[config.mk]
export PLATFORM = sky130hd
export DESIGN_NAME = alu_pipe
export DESIGN_NICKNAME = d
export VERILOG_FILES = /design/src/rtl/alu_pkg.sv /design/src/rtl/alu_core.sv /design/src/rtl/alu_pipe.sv
export SDC_FILE = /design/constraint.sdc
export NUM_CORES = 1
export LEC_CHECK = 0
export ABC_AREA = 1
export CORE_MARGIN = 4
export CORE_UTILIZATION = 40
export CTS_BUF_LIST = sky130_fd_sc_hd__clkbuf_8
export DETAILED_ROUTE_END_ITERATION = 16
export RECOVER_POWER = 50
export SYNTH_ARGS = -nofsm -noshare
export SYNTH_HDL_FRONTEND = slang
export SYNTH_SLANG_ARGS = --single-unit
export TNS_END_PERCENT = 100
[constraint.sdc]
create_clock -name clk -period 4.73 [get_ports clk]
set_clock_uncertainty 0.15 [all_clocks]
set_input_delay 0.946 -clock clk [delete_from_list [all_inputs] [get_ports clk]]
set_output_delay 0.946 -clock clk [all_outputs]
set_load 0.02 [all_outputs]
[src/rtl/alu_pkg.sv]
// Shared constants for the pipelined ALU: opcode encodings and status-word layout.
package alu_pkg;

  localparam logic [2:0] OP_AND     = 3'b000;
  localparam logic [2:0] OP_OR      = 3'b001;
  localparam logic [2:0] OP_XOR     = 3'b010;
  localparam logic [2:0] OP_ADD     = 3'b011;
  localparam logic [2:0] OP_SUB     = 3'b100;
  localparam logic [2:0] OP_SHL     = 3'b101;
  localparam logic [2:0] OP_SHR     = 3'b110;
  localparam logic [2:0] OP_ILLEGAL = 3'b111;

  localparam int STATUS_W = 4;
  localparam int ST_Z     = 0;
  localparam int ST_N     = 1;
  localparam int ST_C     = 2;
  localparam int ST_V     = 3;

endpackage

[src/rtl/alu_core.sv]
// Combinational ALU datapath producing result, {V,C,N,Z} status and an illegal-opcode flag.
// Shifts exist only when ALU_PIPE_SHIFT_EN is defined; otherwise SHL/SHR decode as illegal.
module alu_core
  import alu_pkg::*;
#(
  parameter int WIDTH = 16
) (
  input  logic [2:0]          opcode,
  input  logic [WIDTH-1:0]    in0,
  input  logic [WIDTH-1:0]    in1,
  output logic [WIDTH-1:0]    result,
  output logic [STATUS_W-1:0] status,
  output logic                err
);

  logic [WIDTH:0] sum;
  logic [WIDTH:0] diff;
  logic           carry;
  logic           ovf;

  // The extra top bit of the difference is the unsigned borrow (in0 < in1).
  assign sum  = {1'b0, in0} + {1'b0, in1};
  assign diff = {1'b0, in0} - {1'b0, in1};

`ifdef ALU_PIPE_SHIFT_EN
  localparam int SHAMT_W = $clog2(WIDTH);
  logic [SHAMT_W-1:0] shamt;
  logic [WIDTH:0]     shlFull;
  logic [WIDTH:0]     shrFull;

  // A spare guard bit catches the last bit shifted out; it is naturally 0 for amount 0.
  assign shamt   = in1[SHAMT_W-1:0];
  assign shlFull = {1'b0, in0} << shamt;
  assign shrFull = {in0, 1'b0} >> shamt;
`endif

  always_comb begin
    result = '0;
    carry  = 1'b0;
    ovf    = 1'b0;
    err    = 1'b0;
    case (opcode)
      OP_AND: result = in0 & in1;
      OP_OR:  result = in0 | in1;
      OP_XOR: result = in0 ^ in1;
      OP_ADD: begin
        result = sum[WIDTH-1:0];
        carry  = sum[WIDTH];
        ovf    = (in0[WIDTH-1] == in1[WIDTH-1]) && (sum[WIDTH-1] != in0[WIDTH-1]);
      end
      OP_SUB: begin
        result = diff[WIDTH-1:0];
        carry  = diff[WIDTH];
        ovf    = (in0[WIDTH-1] != in1[WIDTH-1]) && (diff[WIDTH-1] != in0[WIDTH-1]);
      end
`ifdef ALU_PIPE_SHIFT_EN
      OP_SHL: begin
        result = shlFull[WIDTH-1:0];
        carry  = shlFull[WIDTH];
      end
      OP_SHR: begin
        result = shrFull[WIDTH:1];
        carry  = shrFull[0];
      end
`endif
      default: err = 1'b1;
    endcase

    status = '0;
    if (!err) begin
      status[ST_Z] = (result == '0);
      status[ST_N] = result[WIDTH-1];
      status[ST_C] = carry;
      status[ST_V] = ovf;
    end
  end

endmodule

[src/rtl/alu_pipe.sv]
// Two-stage valid/ready ALU pipeline (operand register, result register) with a
// saturating illegal-opcode counter. Optional shifts: define ALU_PIPE_SHIFT_EN.
module alu_pipe
  import alu_pkg::*;
#(
  parameter int WIDTH = 16,
  parameter int CNT_W = 8
) (
  input  logic                clk,
  input  logic                rst_n,
  input  logic                in_valid,
  output logic                in_ready,
  input  logic [2:0]          opcode,
  input  logic [WIDTH-1:0]    in0,
  input  logic [WIDTH-1:0]    in1,
  output logic                out_valid,
  input  logic                out_ready,
  output logic [WIDTH-1:0]    out,
  output logic [STATUS_W-1:0] status,
  output logic                out_err,
  output logic [CNT_W-1:0]    err_count
);

  logic                s1_valid_q;
  logic [2:0]          s1_opcode_q;
  logic [WIDTH-1:0]    s1_in0_q;
  logic [WIDTH-1:0]    s1_in1_q;
  logic                s2_valid_q;
  logic [WIDTH-1:0]    out_q;
  logic [STATUS_W-1:0] status_q;
  logic                err_q;
  logic [CNT_W-1:0]    err_count_q;
  logic [CNT_W-1:0]    err_count_d;

  logic                s1_adv;
  logic                s2_adv;
  logic [WIDTH-1:0]    core_result;
  logic [STATUS_W-1:0] core_status;
  logic                core_err;

  // Each stage moves when its successor has room or is draining this cycle.
  assign s2_adv   = !s2_valid_q || out_ready;
  assign s1_adv   = !s1_valid_q || s2_adv;
  assign in_ready = s1_adv;

  alu_core #(
    .WIDTH (WIDTH)
  ) u_core (
    .opcode (s1_opcode_q),
    .in0    (s1_in0_q),
    .in1    (s1_in1_q),
    .result (core_result),
    .status (core_status),
    .err    (core_err)
  );

  always_ff @(posedge clk or negedge rst_n) begin
    if (!rst_n) begin
      s1_valid_q  <= 1'b0;
      s1_opcode_q <= '0;
      s1_in0_q    <= '0;
      s1_in1_q    <= '0;
    end else if (s1_adv) begin
      s1_valid_q <= in_valid;
      if (in_valid) begin
        s1_opcode_q <= opcode;
        s1_in0_q    <= in0;
        s1_in1_q    <= in1;
      end
    end
  end

  always_ff @(posedge clk or negedge rst_n) begin
    if (!rst_n) begin
      s2_valid_q <= 1'b0;
      out_q      <= '0;
      status_q   <= '0;
      err_q      <= 1'b0;
    end else if (s2_adv) begin
      s2_valid_q <= s1_valid_q;
      if (s1_valid_q) begin
        out_q    <= core_result;
        status_q <= core_status;
        err_q    <= core_err;
      end
    end
  end

  // Errors are counted as they retire, so flushed ops never reach the count.
  always_comb begin
    err_count_d = err_count_q;
    if (s2_valid_q && out_ready && err_q && (err_count_q != '1)) begin
      err_count_d = err_count_q + CNT_W'(1);
    end
  end

  always_ff @(posedge clk or negedge rst_n) begin
    if (!rst_n) begin
      err_count_q <= '0;
    end else begin
      err_count_q <= err_count_d;
    end
  end

  assign out_valid = s2_valid_q;
  assign out       = out_q;
  assign status    = status_q;
  assign out_err   = err_q;
  assign err_count = err_count_q;

endmodule

==> key figures <==
Outcome
  – Outcome: complete, but fails checks
  – Failing checks: max-capacitance violations, max-slew violations

Routing
  – Iteration-0 DRC Markers: 339
  – Via density per instance: 5.059
  – Drc violations: 0
  – Remaining antenna violation count after routing: 0
  – Routed wire length per instance: 14.93 um
  – Iteration count of the initial detailed-routing pass: 5
  – Total wire length after detailed routing: 15630 um
  – Routed vias: 5297

Synthesis
  – Number of register bits inferred by synthesis: 65
  – Yosys cell types: 33
  – Synthesized Nets: 905
  – Async SR Flop Fraction: 1.000
  – Number of synthesized flops with an enable pin: 0
  – Mean instance size in the synthesized netlist: 6.657 um^2
  – Most instantiated flip-flop cell in the synthesis netlist: dfrtp_1
  – Yosys warning count: 0
  – Post-synthesis sequential area ratio: 0.3013
  – Cell area after synthesis: 0.005399 mm^2
  – Number of cells produced by synthesis: 811

CTS
  – CTS root buffer: clkbuf_8
  – Register clock-pin slew on the reported worst setup and hold paths: 0.07 ns
  – H-tree levels: 3
  – Post-CTS Setup Inserts: 0
  – Worst-Skew Late Latency: 0.36 ns
  – CTS tree: done
  – Number of gates resized after CTS: 0
  – CTS Buf Count: 9
  – CTS Sinks: 65
  – Max Root-Sink Buffers: 2
  – Hold Buf Count CTS: 0

Final layout
  – Leading cell type in the layout, fill and taps excluded: nand2_1
  – Final standard cell area without fillers: 0.006352 mm^2
  – Commonest non-fill, non-tap cells in the layout: nand2_1, inv_1, nor2_1
  – Number of antenna cells inserted: 0
  – Ratio of cells with drive above 1 in the final layout: 0.04363
  – Final cell count without fillers: 1047
  – Final nets: 961
  – Layout-stage area growth over the synthesis result: 17.66%

Die
  – Width of the chip: 124.2 um
  – Die boundary height: 124.2 um
  – Number of top-level pins: 70
  – Area of the die: 0.01542 mm^2
  – Area of the core region: 0.01324 mm^2
  – Initial standard-cell utilization of the core: 0.4077
  – Count of standard-cell rows: 42

Worst setup path
  – Nature of the critical path endpoint: output pin
  – Required time reported for the critical path endpoint: 3.63 ns
  – CP Max Fanout: 3
  – Category of the most critical setup path: primary input to output pin
  – Launching element type of the critical path: primary input
  – Arrival @ worst endpoint: 2.28 ns

Pwr
  – Peak ir drop on the vdd network: 248.8 uV
  – Pwr dens: 422.5 mW/mm^2
  – P_leak: 3.412 nW

GRT
  – First-pass GRT wire length: 24700 um
  – Overflow left after global routing: 0
  – Initial antenna violation count: 0
  – Largest net degree at the start of global routing: 51
  – Vias in the first global route: 4829
  – GRT Resource Usage Total: 0.2097

Timing
  – Tightest Pin Transition: 1.845 ns
  – Aggregate negative setup slack: 0 ns
  – Maximum frequency from static timing analysis: 296.6 MHz
  – Worst Setup Slack, final: 1.359 ns
  – RSZ-0062 raised after global routing: false
  – Max Slew Vio Count: 84
  – Worst slew slack as a fraction of its limit: -0.2299
  – Post-layout minimum cycle time: 3.371 ns
  – Period utilization: 0.7127
  – Number of failing setup endpoints in the final timing report: 0
  – Final Hold Viols: 0

Flow run
  – Reported max-cap violation count: 2

Placement
  – Worst slack at placement: 1.392 ns
  – Weighted congestion reported at the end of routability-driven placement: 0.9239
  – Number of instances in the placed design: 1032
  – Number of buffers inserted by port buffering: 69
  – HPWL reported at the end of detailed placement: 12360 um
  – Placed cell area: 0.006166 mm^2

Worst hold path
  – Class of the worst hold path: flip-flop to flip-flop
-- registers in the layout (all words and copies together), names as in the netlist --
signal and flops:
s1_in1_q 16, err_count 8, out 16, s1_opcode_q 3, out_valid 1, s1_in0_q 16, out_err 1, status 3
s1_valid_q 1
-- cell families after synthesis --
group,share of synthesized area
compound gates,0.09942
xor+xnor,0.01622
fa+ha+maj,0.1302
buf+inv,0.1214
flops,0.3013
mux,0.002086
simple gates,0.3293
-- layout make-up --
class | instances | area (um^2)
clock buffers | 10 | 137.6
multi-input cells | 587 | 3113
repair buffers | 71 | 699.4
clock inverters | 5 | 56.30
inverters | 133 | 499.2
flip-flops and latches | 65 | 1627
well taps | 176 | 220.2
fillers | 1421 | 6890
-- worst max-delay path, cell delays in order --
cell and delay [ns]:
dlygate4sd3_1 0.54, inv_1 0.07, nand3_1 0.10, clkdlybuf4s50_1 0.62
-- where the power goes --
part	total, mW	leakage [nW]	internal, mW	switching [mW]
Combinational	1.43	2.54	0.518	0.910
Clock	0.475	0.0981	0.253	0.221
Sequential	0.781	0.773	0.681	0.0995
Total	2.68	3.41	1.45	1.23
-- Yosys cell counts (6+ instances only) --
| library cell | number | share of area |
|---|---|---|
| inv_1 | 129 | 0.090 |
| o21ai_0 | 10 | 0.0093 |
| a21oi_1 | 61 | 0.057 |
| clkbuf_1 | 10 | 0.0070 |
| nand2_2 | 9 | 0.010 |
| nand2_1 | 216 | 0.15 |
| nor2_1 | 94 | 0.065 |
| xor2_1 | 6 | 0.0097 |
| dfrtp_1 | 65 | 0.30 |
| buf_4 | 13 | 0.018 |
| nand3_1 | 82 | 0.076 |
| o22ai_1 | 11 | 0.013 |
| ha_1 | 53 | 0.12 |
| nand4_1 | 13 | 0.015 |
-- metrics by stage --
stage	utilization	hold WS, ns	power, mW
finish	0.4797	0.3270	2.684
CTS	0.4803	0.3321	2.707
floorplan	-	0.3075	1.742
detailed placement	0.4656	0.3161	2.216
global route	0.4797	0.3427	2.912
global placement	0.4656	0.3116	2.197
-- per-layer routing --
metal / vias to the layer above / track usage / share of wire
met5: - / 0 / 0
met3: 21 / 0.03043 / 0.054
met2: 160 / 0.3179 / 0.44
met4: 0 / 0.07940 / 0.022
li1: 2658 / - / -
met1: 2458 / 0.3016 / 0.49
-- final timing paths --
check                             start  slack (ns)  cells after the start      endpoint
max                           out_ready        1.36                      4      in_ready
min                              out[2]        0.33                      1        out[2]
max reg2reg                s1_in0_q[10]        2.03                     13     status[0]
min reg2reg                      out[2]        0.33                      1        out[2]
max in group asynchronous         rst_n        2.21                      2  s1_in0_q[14]
min in group asynchronous         rst_n        0.92                      1        out[0]
(Power assumes the default switching activity.)
